--- src/rtl/wav_mcu_pkg.sv ---
// Shared MCU subsystem definitions.
// Holds the interrupt source count, the interrupt controller register map
// (byte offsets within the MCUINTF space) and the source vector type.
package wav_mcu_pkg;

    localparam int unsigned WAV_NUM_IRQ = 24;

    // Interrupt controller register offsets
    localparam logic [4:0] WAV_MCU_IRQ_EN   = 5'h00;
    localparam logic [4:0] WAV_MCU_IRQ_MODE = 5'h04;
    localparam logic [4:0] WAV_MCU_IRQ_PEND = 5'h08;
    localparam logic [4:0] WAV_MCU_IRQ_ID   = 5'h0C;
    localparam logic [4:0] WAV_MCU_IRQ_RAW  = 5'h10;

    typedef logic [WAV_NUM_IRQ-1:0] irq_vec_t;

endpackage

--- src/rtl/wav_mcu_irq_sync.sv ---
// Multi-flop synchronizer for a vector of asynchronous interrupt sources.
// Ports:
//   i_clk    core clock
//   i_rst_n  asynchronous active-low reset, clears every stage
//   i_d      raw asynchronous inputs
//   o_q      inputs after SYNC_STAGES flops
module wav_mcu_irq_sync #(
    parameter int unsigned NUM_IRQ     = 24,
    parameter int unsigned SYNC_STAGES = 2
) (
    input  logic               i_clk,
    input  logic               i_rst_n,
    input  logic [NUM_IRQ-1:0] i_d,
    output logic [NUM_IRQ-1:0] o_q
);

    localparam int unsigned CHAIN_W = SYNC_STAGES * NUM_IRQ;

    // Stage k occupies bits [(k+1)*NUM_IRQ-1 : k*NUM_IRQ]; stage 0 is nearest the input
    logic [CHAIN_W-1:0] chain_q;

    always_ff @(posedge i_clk or negedge i_rst_n) begin
        if (!i_rst_n) begin
            chain_q <= '0;
        end else begin
            chain_q <= {chain_q[CHAIN_W-NUM_IRQ-1:0], i_d};
        end
    end

    assign o_q = chain_q[CHAIN_W-1 -: NUM_IRQ];

endmodule

--- src/rtl/wav_mcu_irq_ctrl.sv ---
// MCU interrupt aggregator.
// Synchronizes NUM_IRQ async sources, latches pending state (edge or level
// per source), masks with per-source enable and presents one registered
// level interrupt plus the lowest-index winning source ID. Firmware access is
// through a single-cycle register port.
// Ports:
//   i_clk, i_rst_n     core clock, asynchronous active-low reset
//   i_irq              raw async interrupt sources, active high
//   i_req/i_we/i_addr/i_wdata  register access request (one cycle)
//   o_ack/o_rdata      access done one cycle after i_req, read data (0 otherwise)
//   o_irq/o_irq_id     registered interrupt level and winning source index
module wav_mcu_irq_ctrl
    import wav_mcu_pkg::*;
#(
    parameter int unsigned NUM_IRQ     = WAV_NUM_IRQ,
    parameter int unsigned ID_W        = (NUM_IRQ > 1) ? $clog2(NUM_IRQ) : 1,
    parameter int unsigned SYNC_STAGES = 2
) (
    input  logic               i_clk,
    input  logic               i_rst_n,
    input  logic [NUM_IRQ-1:0] i_irq,
    input  logic               i_req,
    input  logic               i_we,
    input  logic [4:0]         i_addr,
    input  logic [31:0]        i_wdata,
    output logic               o_ack,
    output logic [31:0]        o_rdata,
    output logic               o_irq,
    output logic [ID_W-1:0]    o_irq_id
);

    logic [NUM_IRQ-1:0] s;
    logic [NUM_IRQ-1:0] s_d_q;
    logic [NUM_IRQ-1:0] en_q, en_d;
    logic [NUM_IRQ-1:0] mode_q, mode_d;
    logic [NUM_IRQ-1:0] pend_q, pend_d;
    logic [NUM_IRQ-1:0] w1c;
    logic [NUM_IRQ-1:0] rise;
    logic [NUM_IRQ-1:0] act;
    logic               ack_q;
    logic [31:0]        rdata_q, rdata_d;
    logic               irq_q, irq_d;
    logic [ID_W-1:0]    id_q, id_d;
    logic [4:0]         addr_w;
    logic [31:0]        rd_mux;
    logic [31:0]        id_word;
    logic               wr;
    logic               unused_ok;

    wav_mcu_irq_sync #(
        .NUM_IRQ     (NUM_IRQ),
        .SYNC_STAGES (SYNC_STAGES)
    ) u_sync (
        .i_clk   (i_clk),
        .i_rst_n (i_rst_n),
        .i_d     (i_irq),
        .o_q     (s)
    );

    // Byte-address low bits and write bits above NUM_IRQ carry no meaning
    assign unused_ok = ^{i_addr[1:0], i_wdata};

    assign addr_w = {i_addr[4:2], 2'b00};
    assign wr     = i_req & i_we;
    assign rise   = s & ~s_d_q;

    // Register writes and W1C strobe
    always_comb begin
        en_d   = en_q;
        mode_d = mode_q;
        w1c    = '0;
        if (wr) begin
            case (addr_w)
                WAV_MCU_IRQ_EN:   en_d   = i_wdata[NUM_IRQ-1:0];
                WAV_MCU_IRQ_MODE: mode_d = i_wdata[NUM_IRQ-1:0];
                WAV_MCU_IRQ_PEND: w1c    = i_wdata[NUM_IRQ-1:0];
                default: ;
            endcase
        end
    end

    // Level sources mirror s; edge sources latch rises, and a rise beats a same-cycle W1C
    assign pend_d = (~mode_q & s) | (mode_q & (rise | (pend_q & ~w1c)));

    // Lowest-index enabled pending source wins
    assign act = pend_q & en_q;
    always_comb begin
        irq_d = 1'b0;
        id_d  = '0;
        for (int unsigned i = 0; i < NUM_IRQ; i++) begin
            if (act[i] && !irq_d) begin
                irq_d = 1'b1;
                id_d  = ID_W'(i);
            end
        end
    end

    // Read mux samples state before any same-cycle write
    always_comb begin
        id_word           = '0;
        id_word[31]       = irq_q;
        id_word[ID_W-1:0] = id_q;
    end

    always_comb begin
        rd_mux = '0;
        case (addr_w)
            WAV_MCU_IRQ_EN:   rd_mux = 32'(en_q);
            WAV_MCU_IRQ_MODE: rd_mux = 32'(mode_q);
            WAV_MCU_IRQ_PEND: rd_mux = 32'(pend_q);
            WAV_MCU_IRQ_ID:   rd_mux = id_word;
            WAV_MCU_IRQ_RAW:  rd_mux = 32'(s);
            default:          rd_mux = '0;
        endcase
    end

    assign rdata_d = (i_req && !i_we) ? rd_mux : 32'd0;

    always_ff @(posedge i_clk or negedge i_rst_n) begin
        if (!i_rst_n) begin
            s_d_q   <= '0;
            en_q    <= '0;
            mode_q  <= '0;
            pend_q  <= '0;
            ack_q   <= 1'b0;
            rdata_q <= '0;
            irq_q   <= 1'b0;
            id_q    <= '0;
        end else begin
            s_d_q   <= s;
            en_q    <= en_d;
            mode_q  <= mode_d;
            pend_q  <= pend_d;
            ack_q   <= i_req;
            rdata_q <= rdata_d;
            irq_q   <= irq_d;
            id_q    <= id_d;
        end
    end

    assign o_ack    = ack_q;
    assign o_rdata  = rdata_q;
    assign o_irq    = irq_q;
    assign o_irq_id = id_q;

endmodule
--- config.mk ---
export PLATFORM = sky130hd
export DESIGN_NAME = wav_mcu_irq_ctrl
export DESIGN_NICKNAME = d
export VERILOG_FILES = /design/src/rtl/wav_mcu_pkg.sv /design/src/rtl/wav_mcu_irq_sync.sv /design/src/rtl/wav_mcu_irq_ctrl.sv
export SDC_FILE = /design/constraint.sdc
export NUM_CORES = 1
export LEC_CHECK = 0
export ABC_AREA = 0
export CAP_MARGIN = 20
export CORE_MARGIN = 4
export CORE_UTILIZATION = 53
export DETAILED_ROUTE_END_ITERATION = 10
export GPL_TIMING_DRIVEN = 0
export MAX_ROUTING_LAYER = met4
export PLACE_DENSITY = 0.89
export SYNTH_ARGS = -nofsm -noshare
export SYNTH_HDL_FRONTEND = slang
export SYNTH_SLANG_ARGS = --single-unit
--- constraint.sdc ---
create_clock -name i_clk -period 2 [get_ports i_clk]
set_clock_uncertainty 0.15 [all_clocks]
set_input_delay 0.3 -clock i_clk [delete_from_list [all_inputs] [get_ports i_clk]]
set_output_delay 0.3 -clock i_clk [all_outputs]
set_load 0.01 [all_outputs]
# [After elaboration in Yosys (flattened, before gate mapping)]
# Cells that the tools add are included.
[word_totals] register_bits=183 wordCells=126 out_inout_bits=39
[classes] bitwise_logic=11 n_reduce_logical=51 mux=51 eq_ne=4
[op_table] cell="32-bit one-hot mux with 5 select lines" n=1
[op_table] cell="24-bit bitwise AND" n=5
[op_table] cell="5-bit 2-to-1 mux" n=22
[op_table] cell="24-bit inverter" n=3
[op_table] cell="24-bit 2-to-1 mux" n=2
[op_table] cell="24-bit OR" n=2
[op_table] cell="32-bit 2-to-1 mux" n=1
[op_table] cell="1-bit 2-to-1 mux" n=25
[op_table] cell="1-bit logical AND" n=24
[op_table] cell="1-bit logical NOT" n=24
[op_table] cell="3-bit by 2-bit == test with 1-bit output (second input constant)" n=2
[op_table] cell="5-bit logical NOT" n=1
[op_table] cell="2-bit AND reduction" n=2
[op_table] cell="3-bit by 1-bit == test with 1-bit output (second input constant)" n=1
[op_table] cell="3-bit == test (second input constant)" n=1
[op_table] cell="1-bit bitwise AND" n=1

# [Logic depth before layout (Yosys ltp)]
# Gate-level depths: netlist of the first run.
[logic_depth] word_depth=71 depth_mapped=7 depth_no_buf=5

# [Cells and area by module]
# From an unflattened synthesis of the first run, not the netlist that was laid out.
[unflattened] cells_unflattened=504 area_unflattened_um2=6775.2
[by_module_without_submodules] mod="wav_mcu_irq_ctrl" area_each_um2=5393.9 cells_per_inst=432 instances=1 seq_area_each_um2=3203.1
[by_module_without_submodules] mod="wav_mcu_irq_sync" area_each_um2=1381.3 cells_per_inst=72 instances=1 seq_area_each_um2=1201.2

# [Least setup slack after synthesis of the first run]
# No wires, ideal clock.
[synth_path] kind="input -> register" startpoint="input i_addr[2]" endpoint="register en_q[19]" setup_slack_ns=0.291 path_stages=6 n_path_buf=3 setup_ns=0.125 arrival_ns=1.435 path_cell_list="buf_2 -> nor3_1 -> and3_1 -> buf_2 -> buf_6 -> mux2_2"
[synth_via] elab_chain_cells=2
[synth_rtl] item="start: declaration" line="wav_mcu_irq_ctrl.sv:24" text="input logic [4:0] i_addr,"
[synth_rtl] item="5-bit logical NOT" line="wav_mcu_irq_ctrl.sv:73" text="case (addr_w)"
[synth_rtl] item="2-bit AND reduction (no source line)"
[synth_rtl] item="end signal: assignment" line="wav_mcu_irq_ctrl.sv:131" text="en_q <= en_d;"
[synth_rtl] item="end: declaration" line="wav_mcu_irq_ctrl.sv:34" text="logic [NUM_IRQ-1:0] en_q, en_d;"
# No other way between the ends.
# A chain may end at the register's enable or synchronous reset.

# [Worst setup path after layout of the first run]
[layout_path] startpoint="input i_addr[2]" endpoint="register mode_q[11]"
[layout_via] elab_chain_cells=2
[layout_rtl] item="3-bit by 1-bit == test with 1-bit output" line="wav_mcu_irq_ctrl.sv:73"
[layout_rtl] item="2-bit AND reduction (no source line)"
[layout_rtl] item="end signal: assignment" line="wav_mcu_irq_ctrl.sv:132" text="mode_q <= mode_d;"
[layout_rtl] item="end: declaration" line="wav_mcu_irq_ctrl.sv:35" text="logic [NUM_IRQ-1:0] mode_q, mode_d;"
# No other way between the ends.

==> results.cfg, run 1 <==
[place]
numPortBuffers = 86
dp.cells = 741
gp_congestion = 0.897
preCtsSetupSlack_ps = -459
hpwl_mm = 9.96
place_area_um2 = 7720

[setup_path]
max_stage_delay_ps = 500
cp_max_fo = 10
cpMaxStageDelayCell = clkdlybuf4s50_1
arrival_ps = 2100
cp-start-kind = primary input
critPathCaptureType = flip-flop
critPathKind = primary input to flip-flop
crit_required_ps = 2160
path_cells = clkdlybuf4s50_1 > nor2b_4 > nor2b_2 > and3_1 > clkbuf_4 > buf_8 > mux2_2

[final_layout]
nFillCells = 757
finalInstanceArea_um2 = 8430
antenna_cells = 0
fin_nets = 659
final_cells = 774
utilization_pct = 69.6
syn_to_final_growth_pct = 27.8
final-seq-area_um2 = 4400
layout-drive-gt1-share_pct = 18.8
multi_input_area_um2 = 2040

[logic_synthesis]
yosys-top-cells-count = 176 x dfrtp_1, 65 x nand2_1, 49 x a22oi_1, 43 x mux2_2, 27 x a32o_1
yosysWarningCount = 0
ys_async_sr_fraction_pct = 100
syn-cell-area_um2 = 6600
synth_edf_count = 0
synth_cell_types = 40
synth_top_area_share_pct = 66.8
synthCells = 480
synth_area_leaders = dfrtp_1 67%, mux2_2 7.3%, a22oi_1 5.6%
synthMostInstantiatedCell = dfrtp_1
ys.flop_type = dfrtp_1
seq_area_frac_synth_pct = 66.8
yosys_register_bits = 176
synth.largest_area_cell = dfrtp_1
postSynthAreaPerCell_um2 = 13.7

[timing]
fin_crit_ps = 1940
fin_ws_ps = 63.6
maxSlewViolCount = 0
finalSetupViolCount = 0
timing_hold_violations_final = 0
tightestPinTransition_ps = 547
fmax_mhz = 516
rsz0062_at_grt = no
slew_headroom_pct = 63.5
period_share_pct = 96.8

[global_routing]
grt_start_max_net_pins = 115
grt_pass1_wl_mm = 24.6
grt-ovfl-total = 0
antenna_found_initial = 0
gr-usage-all-layers_pct = 23.1
grt_pass1_vias = 4806

[die]
die_h_um = 120
start_util_pct = 54.5
die-area_um2 = 14300
ios = 104
num_rows = 40
die_width_um = 120
core_area_um2 = 12100

[detailed_routing]
wl_per_cell_um = 20.3
finalWirelength_mm = 15.7
first_iter_violations = 436
first_pass_iters = 5
num_vias = 4603
ant_nets = 0
drcViolationCount = 0
via_per_inst = 5.95

[clocking]
cts_tree = yes
clkTransAtPathRegs_ps = 60
cts_buffers = 17
cts_buffer_depth = 2
cts_max_level = 4
clock_latency_ps = 430
cts_num_sinks = 176
cts_root_buf = clkbuf_16

[pwr]
p_per_area_nw_per_um2 = 1110
leakagePower_nw = 3.55
ir_drop_v = 0.000618

[run]
maxCapViolations = 0

[hold_path]
min_path_type = primary input to flip-flop

[outcome]
status = finished, final reports clean
## path summary, 6_finish.rpt
| check | start | end | slack, ps | cells after the start |
|---|---|---|---|---|
| worst max-delay path | i_addr[2] | mode_q[11] | 60 | 7 |
| worst min-delay path | i_irq[15] | u_sync.chain_q[15] | 150 | 1 |
| worst max register to register | pend_q[1] | o_irq_id[1] | 150 | 5 |
| worst min register to register | u_sync.chain_q[7] | u_sync.chain_q[31] | 190 | 0 |
| max in group asynchronous | i_rst_n | mode_q[1] | 550 | 3 |
| min in group asynchronous | i_rst_n | u_sync.chain_q[16] | 240 | 2 |
## cell type report
class,instances,share of cell area (%)
flip-flops and latches,176,52.2
multi-input cells,281,24.2
repair buffers,89,10.8
clock buffers,22,5.74
plain buffers,29,2.64
well taps,168,2.49
clock inverters,9,1.84
## routing by layer
metal / global-route usage [%] / wire (um) / vias to the layer above / part of all wire [%]
li1: - / - / 1981 / -
met1: 27.7 / 6240 / 2349 / 40
met2: 36.3 / 7890 / 231 / 50
met3: 7.54 / 1090 / 42 / 7.0
met4: 9.88 / 461 / 0 / 2.9
met5: - / 0 / - / 0
## cells in the final DEF, fill, tap and decap left out, types with 10 or more instances in the layout
cell type | synthesis | layout
a32o_1 | 27 | 27
a21oi_1 | 25 | 25
mux2_1 | 10 | 10
buf_4 | 14 | 11
a22oi_1 | 49 | 49
mux2_2 | 43 | 43
clkdlybuf4s50_1 | 0 | 84
clkbuf_16 | 0 | 17
dfrtp_1 | 176 | 176
nand2_1 | 65 | 65
## what timing repair did
| action | CTS | global route |
|---|---|---|
| buffers inserted | 1 | 0 |
| resized for setup | 2 | 17 |
| setup endpoints to repair | 28 | 54 |
| hold buffers | 1 | 0 |
| endpoints found under the hold margin | 62 | 0 |
## sequential cells by signal (all words and copies together) (netlist names)
register        flops
u_sync.chain_q     48
en_q               24
mode_q             24
pend_q             24
o_irq               1
o_rdata            25
o_ack               1
s_d_q              24
o_irq_id            5
## report_power, final
part,switching (mW),internal [mW],total [mW]
clock,1.33,2.21,3.54
sequential,0.438,4.02,4.46
combinational,0.614,0.724,1.34
total,2.38,6.95,9.33
## critical path, delay by kind of cell
family	cells	cell delay (ps)
simple gates	3	530
mux	1	360
buf+inv	3	890
## through the flow
stage               total power, mW  hold WS (ps)  setup TNS [ps]
floorplan                      5.17          -146               0
global placement               5.68           181        -1107900
detailed placement             5.78           112          -32380
CTS                            9.32           141               0
global route                   9.73           127               0
finish                         9.33           151               0
## kinds of logic after synthesis
family	count (synthesis)	share of synthesized area, %
AO/OA/AOI/OAI	125	14.5
buffers and inverters	29	2.86
flip-flops	176	66.8
multiplexers	53	9.05
other	1	0.0569
AND/OR/NAND/NOR	96	6.74
Power figures use the tool's default switching activity.
==> run 2, diff against run 1 <==
Settings changed: CORE_UTILIZATION 53 to 40, PLACE_DENSITY 0.89 to 0.72.
==> results.cfg, run 2 (synthesis gave the netlist of run 1 again) <==
[final_layout]
largest_register = u_sync.chain_q
mostFrequentLayoutCells = 176 x dfrtp_1, 85 x clkdlybuf4s50_1, 65 x nand2_1, 49 x a22oi_1, 43 x mux2_2
finalInstanceArea_um2 = 8420
nFillCells = 1351
fin_nets = 659
antenna_cells = 0
final_common_cell = dfrtp_1
largest_reg_flops = 48
utilization_pct = 52.7
syn_to_final_growth_pct = 27.7
layout-drive-gt1-share_pct = 18.3

[detailed_routing]
ant_nets = 0
top_layer = met4
met3_length_um = 937
wl_per_cell_um = 18.3
first_pass_iters = 5
finalWirelength_mm = 15.0
drcViolationCount = 0
first_iter_violations = 397
via_per_inst = 5.32
route.met2.wl_mm = 7.34
num_vias = 4376
wirelength_met1_mm = 6.44

[pwr]
p_per_area_nw_per_um2 = 1070
ir_drop_v = 0.000618
leakagePower_nw = 3.53
total_power_mw = 8.99

[run]
maxCapViolations = 0

[timing]
fin_crit_ps = 1980
slew_headroom_pct = 60.0
fmax_mhz = 505
rsz0062_at_grt = yes
timing_hold_violations_final = 0
period_share_pct = 99.1
tightestPinTransition_ps = 600
finalSetupViolCount = 0
maxSlewViolCount = 0
setup_tns_ps = 0

[global_routing]
gr-usage-all-layers_pct = 17.6
grt_pass1_vias = 4617
grt_pass1_wl_mm = 24.0
grt_start_max_net_pins = 109
grt-ovfl-total = 0
antenna_found_initial = 0

[place]
numPortBuffers = 86
gp_congestion = 0.830
hpwl_mm = 10.2
place_area_um2 = 7780

[setup_path]
arrival_ps = 2110
critPathKind = primary input to flip-flop
rrSetupSlack_ps = 160
cp_max_fo = 10
cp-start-kind = primary input
critPathCaptureType = flip-flop
reg2reg_to = o_irq_id[1]
r2r_cells = 5
crit_required_ps = 2130
rr_startpoint = pend_q[2]

[clocking]
clock_latency_ps = 430
cts_buffer_depth = 2
cts_root_buf = clkbuf_16
cts_buffers = 17
cts_max_level = 4
cts_num_sinks = 176
cts_tree = yes
clkTransAtPathRegs_ps = 60

[hold_path]
min_path_type = primary input to flip-flop
min-delay-start = i_irq[23]
holdPathEnd = u_sync.chain_q[23]
hold_depth = 1

[die]
core_area_um2 = 16000
die_h_um = 136
die-area_um2 = 18600
ios = 104
die_width_um = 136
start_util_pct = 41.2
num_rows = 46

[outcome]
status = finished, final reports clean
run 2: changes by cell type in the layout (fill, tap and decap cells not counted), sizes merged:
cell	before	now
clkdlybuf4s50	84	85
clkbuf	30	28
buf	24	26
clkinv	1	6
bufinv	4	2
dlymetal6s2s	1	0
clkinvlp	4	2
run 2: power breakdown:
| part | switching (mW) | internal [mW] | leakage, nW |
|---|---|---|---|
| clock | 1.29 | 1.96 | 0.292 |
| sequential | 0.417 | 4.02 | 2.14 |
| combinational | 0.580 | 0.721 | 1.10 |
| total | 2.29 | 6.70 | 3.53 |
run 2: what timing repair did:
action                                  4_1_cts  5_1_grt
buffers inserted                              1        0
endpoints found under the setup margin       28       38
hold buffers                                  1        0
endpoints found under the hold margin        68        0
resized for setup                             3        7
run 2: critical path, stage by stage:
cell and delay (ps):
clkdlybuf4s50_1 500, buf_2 260, o21ai_0 110, nand3b_1 270, clkbuf_1 510, nor2_1 150
run 2: layout make-up:
cell class              instances  area (um2)  area share (%)
plain buffers                  29         219            2.60
clock buffers                  22         484            5.75
clock inverters                10         109            1.29
multi-input cells             281        2030            24.1
flip-flops and latches        176        4400            52.3
well taps                     216         270            3.21
repair buffers                 89         911            10.8
run 2: metal layers:
metal | vias up | GRT usage (%)
met3 | 26 | 6.00
li1 | 1988 | -
met5 | - | -
met1 | 2217 | 21.8
met4 | 0 | 6.27
met2 | 145 | 27.1
run 2: how the worst max path moves through the flow:
stage,start,end,slack (ps),cells after the start
after floorplan,i_addr[2],en_q[19],290,6
after detailed placement,i_addr[2],mode_q[6],-500,7
after CTS,i_addr[2],en_q[22],40,7
final,i_addr[2],o_rdata[3],20,6
after global routing,i_addr[2],en_q[21],-30,7
after global placement,i_rst_n,u_sync.chain_q[44],-6260,1
run 2: through the flow:
stage / std cells / hold WS (ps) / setup slack, ps
6_report: 823 / 155 / 19.0
5_1_grt: 823 / 138 / -30.4
4_1_cts: 823 / 140 / 35.1
3_5_place_dp: 789 / 132 / -496
3_3_place_gp: 788 / 183 / -6260
2_1_floorplan: 486 / -146 / 291
